`config.mk`:
```
export PLATFORM = sky130hd
export DESIGN_NAME = tnoc_vc_output_mux
export DESIGN_NICKNAME = d
export VERILOG_FILES = /design/src/rtl/tnoc_vc_output_mux.sv
export SDC_FILE = /design/constraint.sdc
export NUM_CORES = 1
export LEC_CHECK = 0
export ABC_AREA = 1
export BUFFER_PORTS_ARGS = -buffer_cell sky130_fd_sc_hd__buf_4
export CORE_ASPECT_RATIO = 2
export CORE_MARGIN = 1
export CORE_UTILIZATION = 40
export DETAILED_ROUTE_END_ITERATION = 16
export GPL_TIMING_DRIVEN = 0
export PLACE_DENSITY_LB_ADDON = 0.3
export SYNTH_ARGS = -nofsm -noshare
export SYNTH_HDL_FRONTEND = slang
export SYNTH_SLANG_ARGS = --single-unit
export TNS_END_PERCENT = 20
```
`constraint.sdc`:
```
create_clock -name clk -period 1.6 [get_ports clk]
set_clock_uncertainty 0.1 [all_clocks]
set_input_delay 0.32 -clock clk [delete_from_list [all_inputs] [get_ports clk]]
set_output_delay 0.32 -clock clk [all_outputs]
set_load 0.005 [all_outputs]
```
`src/rtl/tnoc_vc_output_mux.sv`:
```
// Per-VC to single-link output multiplexer: round-robin packet arbitration with
// wormhole locking and a registered one-flit output stage.
module tnoc_vc_output_mux #(
  parameter int CHANNELS   = 2,
  parameter int FLIT_WIDTH = 64
) (
  input  logic                                 clk,
  input  logic                                 rst,
  input  logic                                 i_clear,
  input  logic [CHANNELS-1:0]                  i_valid,
  output logic [CHANNELS-1:0]                  o_ready,
  input  logic [CHANNELS-1:0][FLIT_WIDTH-1:0]  i_flit,
  input  logic [CHANNELS-1:0]                  i_tail,
  input  logic [CHANNELS-1:0]                  i_vc_almost_full,
  output logic                                 o_valid,
  input  logic                                 i_ready,
  output logic [FLIT_WIDTH-1:0]                o_flit,
  output logic                                 o_tail,
  output logic [CHANNELS-1:0]                  o_vc
);

  localparam int IW = (CHANNELS > 1) ? $clog2(CHANNELS) : 1;

  typedef enum logic {
    IDLE = 1'b0,
    BUSY = 1'b1
  } state_t;

  state_t                  state_reg, state_next;
  logic [IW-1:0]           rr_ptr_reg, rr_ptr_next;
  logic [IW-1:0]           lock_vc_reg, lock_vc_next;

  logic                    o_valid_reg;
  logic [FLIT_WIDTH-1:0]   o_flit_reg;
  logic                    o_tail_reg;
  logic [CHANNELS-1:0]     o_vc_reg;

  logic                    flush;
  logic                    load_en;
  logic [CHANNELS-1:0]     request;
  logic [CHANNELS-1:0]     lock_onehot;
  logic [CHANNELS-1:0]     grant;
  logic [IW-1:0]           grant_idx;
  logic [CHANNELS-1:0]     ready_vec;
  logic [CHANNELS-1:0]     xfer_vec;
  logic                    transfer;
  logic [IW-1:0]           xfer_idx;
  logic                    xfer_tail;
  logic [FLIT_WIDTH-1:0]   xfer_flit;

  assign flush   = rst | i_clear;
  assign load_en = !o_valid_reg || i_ready;

  // Almost-full only gates new packet heads; a locked packet ignores it.
  for (genvar gi = 0; gi < CHANNELS; gi++) begin : g_chan
    assign request[gi]     = i_valid[gi] && !i_vc_almost_full[gi];
    assign lock_onehot[gi] = (lock_vc_reg == IW'(gi));
  end

  always_comb begin
    int  cand;
    logic found;
    grant     = '0;
    grant_idx = '0;
    found     = 1'b0;
    cand      = 0;
    for (int k = 0; k < CHANNELS; k++) begin
      cand = int'(rr_ptr_reg) + k;
      if (cand >= CHANNELS) cand = cand - CHANNELS;
      if (!found && request[cand]) begin
        found       = 1'b1;
        grant_idx   = IW'(cand);
        grant[cand] = 1'b1;
      end
    end
  end

  // FSM output process: upstream accept vector.
  always_comb begin
    ready_vec = '0;
    if (!flush && load_en) begin
      if (state_reg == IDLE) ready_vec = grant;
      else                   ready_vec = lock_onehot;
    end
  end

  assign o_ready   = ready_vec;
  assign xfer_vec  = i_valid & ready_vec;
  assign transfer  = |xfer_vec;
  assign xfer_idx  = (state_reg == IDLE) ? grant_idx : lock_vc_reg;
  assign xfer_tail = i_tail[xfer_idx];
  assign xfer_flit = i_flit[xfer_idx];

  always_comb begin
    state_next   = state_reg;
    rr_ptr_next  = rr_ptr_reg;
    lock_vc_next = lock_vc_reg;
    case (state_reg)
      IDLE: begin
        if (transfer) begin
          rr_ptr_next = (grant_idx == IW'(CHANNELS - 1)) ? '0 : grant_idx + IW'(1);
          if (!xfer_tail) begin
            state_next   = BUSY;
            lock_vc_next = grant_idx;
          end
        end
      end
      BUSY: begin
        if (transfer && xfer_tail) state_next = IDLE;
      end
      default: state_next = IDLE;
    endcase
  end

  always_ff @(posedge clk) begin
    if (flush) begin
      state_reg   <= IDLE;
      rr_ptr_reg  <= '0;
      lock_vc_reg <= '0;
    end else begin
      state_reg   <= state_next;
      rr_ptr_reg  <= rr_ptr_next;
      lock_vc_reg <= lock_vc_next;
    end
  end

  // Payload registers only move on a transfer so they hold through bubbles.
  always_ff @(posedge clk) begin
    if (flush) begin
      o_valid_reg <= 1'b0;
      o_flit_reg  <= '0;
      o_tail_reg  <= 1'b0;
      o_vc_reg    <= '0;
    end else if (load_en) begin
      o_valid_reg <= transfer;
      if (transfer) begin
        o_flit_reg <= xfer_flit;
        o_tail_reg <= xfer_tail;
        o_vc_reg   <= xfer_vec;
      end
    end
  end

  assign o_valid = o_valid_reg;
  assign o_flit  = o_flit_reg;
  assign o_tail  = o_tail_reg;
  assign o_vc    = o_vc_reg;

endmodule

```
==> results.cfg, run 1 <==
[finish]
fill_cells = 753
multi_input_area_mm2 = 0.00192
drive_gt1_share_pct = 37.7
fin_area_mm2 = 0.00585
final_cells = 894
syn2layout_area_growth_pct = 66.2
regArea_mm2 = 0.00142
largest_reg_flops = 64
layout.nets = 927
diodes = 0

[worst_setup_path]
cp.arrival_ps = 2090
ff2ff_setup_slack_ps = -380
critPathRequiredTime_ps = 1710
cp-start-kind = flip-flop
endpoint_kind = flip-flop
cp_max_fo = 10
crit_type = flip-flop to flip-flop

[floorplan]
fp-row-count = 48
die_h_um = 135
ioPinCount = 208
die-area_mm2 = 0.00920
coreArea_mm2 = 0.00859
start_util_pct = 41.0
die_width_um = 68.3

[routing]
drt_iter0_drc = 212
drt-vias-per-instance = 4.94
drc = 0
wl_per_cell_um = 13.7
vias = 4413
ant_nets = 0
wl_um = 12200
first_pass_iters = 4

[cts]
clkLatencyLatePin_ps = 330
cts_tree = built
cts_htree_levels = 3
clock_path_buffers = 2
clock-sinks = 71
cts_root_buffer = clkbuf_16
cts_made_buffers = 9
clkTransAtPathRegs_ps = 60

[yosys]
syn_nets = 695
synthXorXnorAreaFrac_pct = 0
synth_compound_area_share_pct = 10.1
ys_ff_latch = 71
synth_top_family_by_area = simple AND/OR/NAND/NOR gates
syn_area_per_cell_um2 = 6.32
synth_mux_area_share_pct = 0
synth_fa_ha_area_share_pct = 0
yosysWarnings = 0
syn_area_mm2 = 0.00352
syn_inst = 557
synthSimpleGateAreaFrac_pct = 41.4
yosysUniqueCellTypes = 20
ys_seq_area_share_pct = 40.4

[global_routing]
busiest_layer = met2
groute.usage.overall_pct = 26.1
grt_pass1_vias = 4115
antenna_found_initial = 0
use_met1_pct = 25.9
met2_usage_pct = 48.1
grt_overflow_total = 0
grt_max_degree = 13
use_met3_pct = 5.83
grt_pass1_wl_um = 18300

[worst_hold_path]
min_path_type = primary input to flip-flop

[outcome]
failed_checks = negative setup slack
outcome = finished, violations left

[sta]
max_freq_mhz = 506
layout_min_cycle_time_ps = 1980
setup_ws_ps = -375
rsz0062_at_grt = true
post-route-period-util_pct = 123
maxSlewViolCount = 0
finalHoldViolations = 0
setup_viol_count_final = 72
slew_headroom_pct = 64.0
tightestPinTransition_ps = 541

[power]
vdd_ir_drop_max_mv = 0.541
p_leak_nw = 3.16
power_density_mw_per_mm2 = 767

[placement]
portBuffers = 207
place_inst = 864
postPlaceCellArea_mm2 = 0.00520
dpl.hpwl_um = 9140
gp_congestion = 0.846

[job]
max-cap-violations = 0
==> worst paths after layout <==
| path | start | to | depth (start not counted) |
|---|---|---|---|
| worst max register to register | flip-flop | o_flit[60] | 10 |
| worst min register to register | o_vc[0] | o_vc[0] | 2 |
| worst min-delay path | i_flit[9] | o_flit[9] | 5 |
| worst max-delay path | flip-flop | o_flit[60] | 10 |
==> cell usage in the layout, fill, tap and decap left out, types with 2 or more instances in the layout <==
cell type	synthesis	final
a21oi_1	4	2
a21oi_2	1	2
buf_12	0	2
buf_2	15	9
buf_4	3	226
buf_6	5	6
buf_8	0	5
clkbuf_1	17	12
clkbuf_16	0	11
clkbuf_8	0	2
clkinv_2	0	2
clkinvlp_4	0	3
dfxtp_1	71	70
inv_1	13	13
nand2_1	144	143
nand3_1	71	70
nand4_1	2	2
nor2_1	137	123
nor2_2	0	13
o21ai_0	65	15
o21ai_1	0	43
o21ai_2	0	7
==> metal layers <==
metal / vias up / wire (µm)
met4: 0 / 462
met3: 36 / 661
met1: 1992 / 4390
met5: - / 0
met2: 143 / 6720
li1: 2242 / -
==> power breakdown <==
group / leakage [nW] / total (W) / internal (W) / switching (W)
Sequential: 0.574 / 0.00182 / 0.00180 / 0.0000168
Combinational: 2.45 / 0.000807 / 0.000423 / 0.000383
Clock: 0.134 / 0.00186 / 0.00113 / 0.000734
==> synthesized netlist by cell type <==
| library cell | count | area [µm²] |
|---|---|---|
| nand2_1 | 144 | 541 |
| nor2_1 | 137 | 514 |
| dfxtp_1 | 71 | 1420 |
| nand3_1 | 71 | 355 |
| o21ai_0 | 65 | 325 |
| clkbuf_1 | 17 | 63.8 |
| buf_2 | 15 | 75.1 |
| inv_1 | 13 | 48.8 |
| buf_6 | 5 | 56.3 |
| a21oi_1 | 4 | 20.0 |
| buf_4 | 3 | 22.5 |
| buf_1 | 2 | 7.51 |
| inv_2 | 2 | 7.51 |
| nand4_1 | 2 | 12.5 |
| a21oi_2 | 1 | 8.76 |
| clkbuf_2 | 1 | 5.00 |
| nand2_2 | 1 | 6.26 |
| nand2_4 | 1 | 11.3 |
| nand3_2 | 1 | 10.0 |
| or2_1 | 1 | 6.26 |
==> through the flow <==
stage / power (W) / worst slack, ps / hold slack, ps / TNS (ps) / util, %
floorplan: 0.00218 / -2.64 / 347 / -34.0 / -
CTS: 0.00447 / -366 / 205 / -18310 / 65.7
global route: 0.00467 / -434 / 218 / -24200 / 68.1
finish: 0.00448 / -375 / 211 / -18420 / 68.1
global placement: 0.00256 / -374 / 351 / -23480 / 60.6
detailed placement: 0.00258 / -450 / 354 / -25470 / 60.6
==> timing repair <==
item,4_1_cts,5_1_grt
resized for setup,33,88
pin swaps,2,4
setup buffers,11,2
setup endpoints to repair,72,72
hold buffers,0,0
cloned,0,2
==> critical path, stage by stage, from the launching register on <==
cell,delay (ps)
dfxtp_2,350
inv_4,40
or2_1,230
buf_6,140
buf_4,140
nand4_1,210
nand2_8,130
buf_8,170
buf_12,140
o21ai_1,140
nor2_1,60
==> kinds of logic after synthesis <==
logic type | after synthesis
AND/OR/NAND/NOR | 358
flip-flops | 71
AO/OA/AOI/OAI | 70
buffers and inverters | 58
==> layout make-up <==
cell class	instances	share of cell area [%]
multi-input cells	428	32.8
repair buffers	222	29.2
flip-flops and latches	71	24.3
plain buffers	42	5.52
clock buffers	11	4.32
well taps	100	2.14
inverters	15	1.13
clock inverters	5	0.556
Power figures use the tool's default switching activity.
==> run 2: changes to the inputs <==
--- a/config.mk
+++ b/config.mk
@@ -9,7 +9,7 @@
 export BUFFER_PORTS_ARGS = -buffer_cell sky130_fd_sc_hd__buf_4
 export CORE_ASPECT_RATIO = 2
 export CORE_MARGIN = 1
-export CORE_UTILIZATION = 40
+export CORE_UTILIZATION = 25
 export DETAILED_ROUTE_END_ITERATION = 16
 export GPL_TIMING_DRIVEN = 0
 export PLACE_DENSITY_LB_ADDON = 0.3
==> results.cfg, run 2 (synthesis results as in run 1) <==
[global_routing]
grt_pass1_vias = 4357
grt_overflow_total = 0
antenna_found_initial = 0
groute.usage.overall_pct = 19.2
grt_max_degree = 12
grt_pass1_wl_um = 21600

[floorplan]
die_width_um = 85.9
start_util_pct = 25.5
coreArea_mm2 = 0.0138
die-area_mm2 = 0.0146
ioPinCount = 208
die_h_um = 170
fp-row-count = 61

[cts]
cts_root_buffer = clkbuf_16
clock_path_buffers = 2
cts_tree = built
clock-sinks = 71
clkLatencyLatePin_ps = 330
cts_htree_levels = 3
cts_hold_buf = 0
cts_made_buffers = 9
clkTransAtPathRegs_ps = 60

[placement]
portBuffers = 207
place_inst = 953
gp_congestion = 0.810
dpl.hpwl_um = 10000

[worst_hold_path]
min_from = i_flit[28]
holdPathEnd = o_flit[28]
hold_depth = 5
min_path_type = primary input to flip-flop

[routing]
wl_per_cell_um = 14.4
routed.top_layer = met4
drt_iter0_drc = 118
wl_um = 14300
m1WireLength_um = 5200
wl_met2_um = 8290
drc = 0
drt-vias-per-instance = 4.44
vias = 4423
first_pass_iters = 4
wl_met3_um = 551
ant_nets = 0

[finish]
diodes = 0
syn2layout_area_growth_pct = 79.8
layout.nets = 942
layout_common_cells = 223 x buf_4, 141 x nand2_1, 114 x nor2_1
largest_reg_flops = 64
final_cells = 997
final_common_cell = buf_4
utilization_pct = 45.8
drive_gt1_share_pct = 41.6

[worst_setup_path]
rr_worst_depth = 12
critPathRequiredTime_ps = 1180
endpoint_kind = output pin
cp.arrival_ps = 1540
crit_type = flip-flop to output pin
cp-start-kind = flip-flop
cp_max_fo = 4
ff2ff_setup_slack_ps = -320
timing.rr.end = o_flit[61]

[sta]
layout_min_cycle_time_ps = 1960
slew_headroom_pct = 63.7
finalHoldViolations = 0
setup_ws_ps = -359
tightestPinTransition_ps = 544
maxSlewViolCount = 0
post-route-period-util_pct = 122
rsz0062_at_grt = true
setup_viol_count_final = 72
max_freq_mhz = 510

[outcome]
outcome = finished, violations left
failed_checks = negative setup slack

[job]
max-cap-violations = 0

[power]
power_w = 0.00464
vdd_ir_drop_max_mv = 0.433
power_density_mw_per_mm2 = 733
p_leak_nw = 3.28
## run 2: changes by cell type in the layout (fill, tap and decap cells not counted), moves of 4 or more
cell	change
o21ai_1	-26
o21ai_0	+14
o21ai_2	+12
nor2_1	-9
nor2_2	+8
buf_6	+5
buf_12	+4
## run 2: per-layer routing
layer / vias to the layer above / track usage, %
met4: 0 / 6.81
li1: 2270 / -
met2: 134 / 38.2
met5: - / 0
met1: 2005 / 19.4
met3: 14 / 3.16
## run 2: worst max path at each step
stage	endpoint	slack, ps	cells past startpoint
after floorplan	o_flit[10]	-3	11
after global placement	o_flit[4]	-590	8
after detailed placement	o_flit[3]	-590	8
after CTS	o_ready[0]	-380	7
after global routing	o_flit[61]	-430	12
final	o_ready[0]	-360	7
## run 2: timing repair
item / CTS / global route
pin swaps: 7 / 30
endpoints found under the setup margin: 72 / 72
setup buffers: 17 / 4
gates resized for setup: 99 / 55
cloned: 4 / 4
endpoints found under the hold margin: 0 / 0
## run 2: stage by stage
stage | setup TNS [ps] | worst slack (ps) | hold WS (ps) | area, µm²
2_1_floorplan | -34.0 | -2.64 | 347 | 3530
3_3_place_gp | -30260 | -590 | 351 | 5320
3_5_place_dp | -29830 | -590 | 361 | 5320
4_1_cts | -20650 | -380 | 201 | 6050
5_1_grt | -26280 | -429 | 224 | 6320
6_report | -18510 | -359 | 193 | 6320
## run 2: area by class of cell
class	instances	area, µm²
Fill cell	1460	7490
Multi-Input combinational cell	429	2010
Inverter	15	71.3
Tap cell	189	236
Timing Repair Buffer	235	1920
Buffer	43	387
Clock buffer	11	233
Clock inverter	4	47.5
Sequential cell	71	1420
## run 2: worst max-delay path: stages (launching register included)
cell	delay, ps
dfxtp_2	350
inv_4	40
or2_1	210
buf_6	140
buf_8	120
buf_8	110
a21oi_2	110
buf_4	130
## run 2: report_power, final
| part | internal (W) | total, W | switching [W] |
|---|---|---|---|
| logic | 0.000465 | 0.000878 | 0.000413 |
| registers | 0.00180 | 0.00181 | 0.0000166 |
| clock network | 0.00119 | 0.00194 | 0.000750 |
| total | 0.00346 | 0.00464 | 0.00118 |
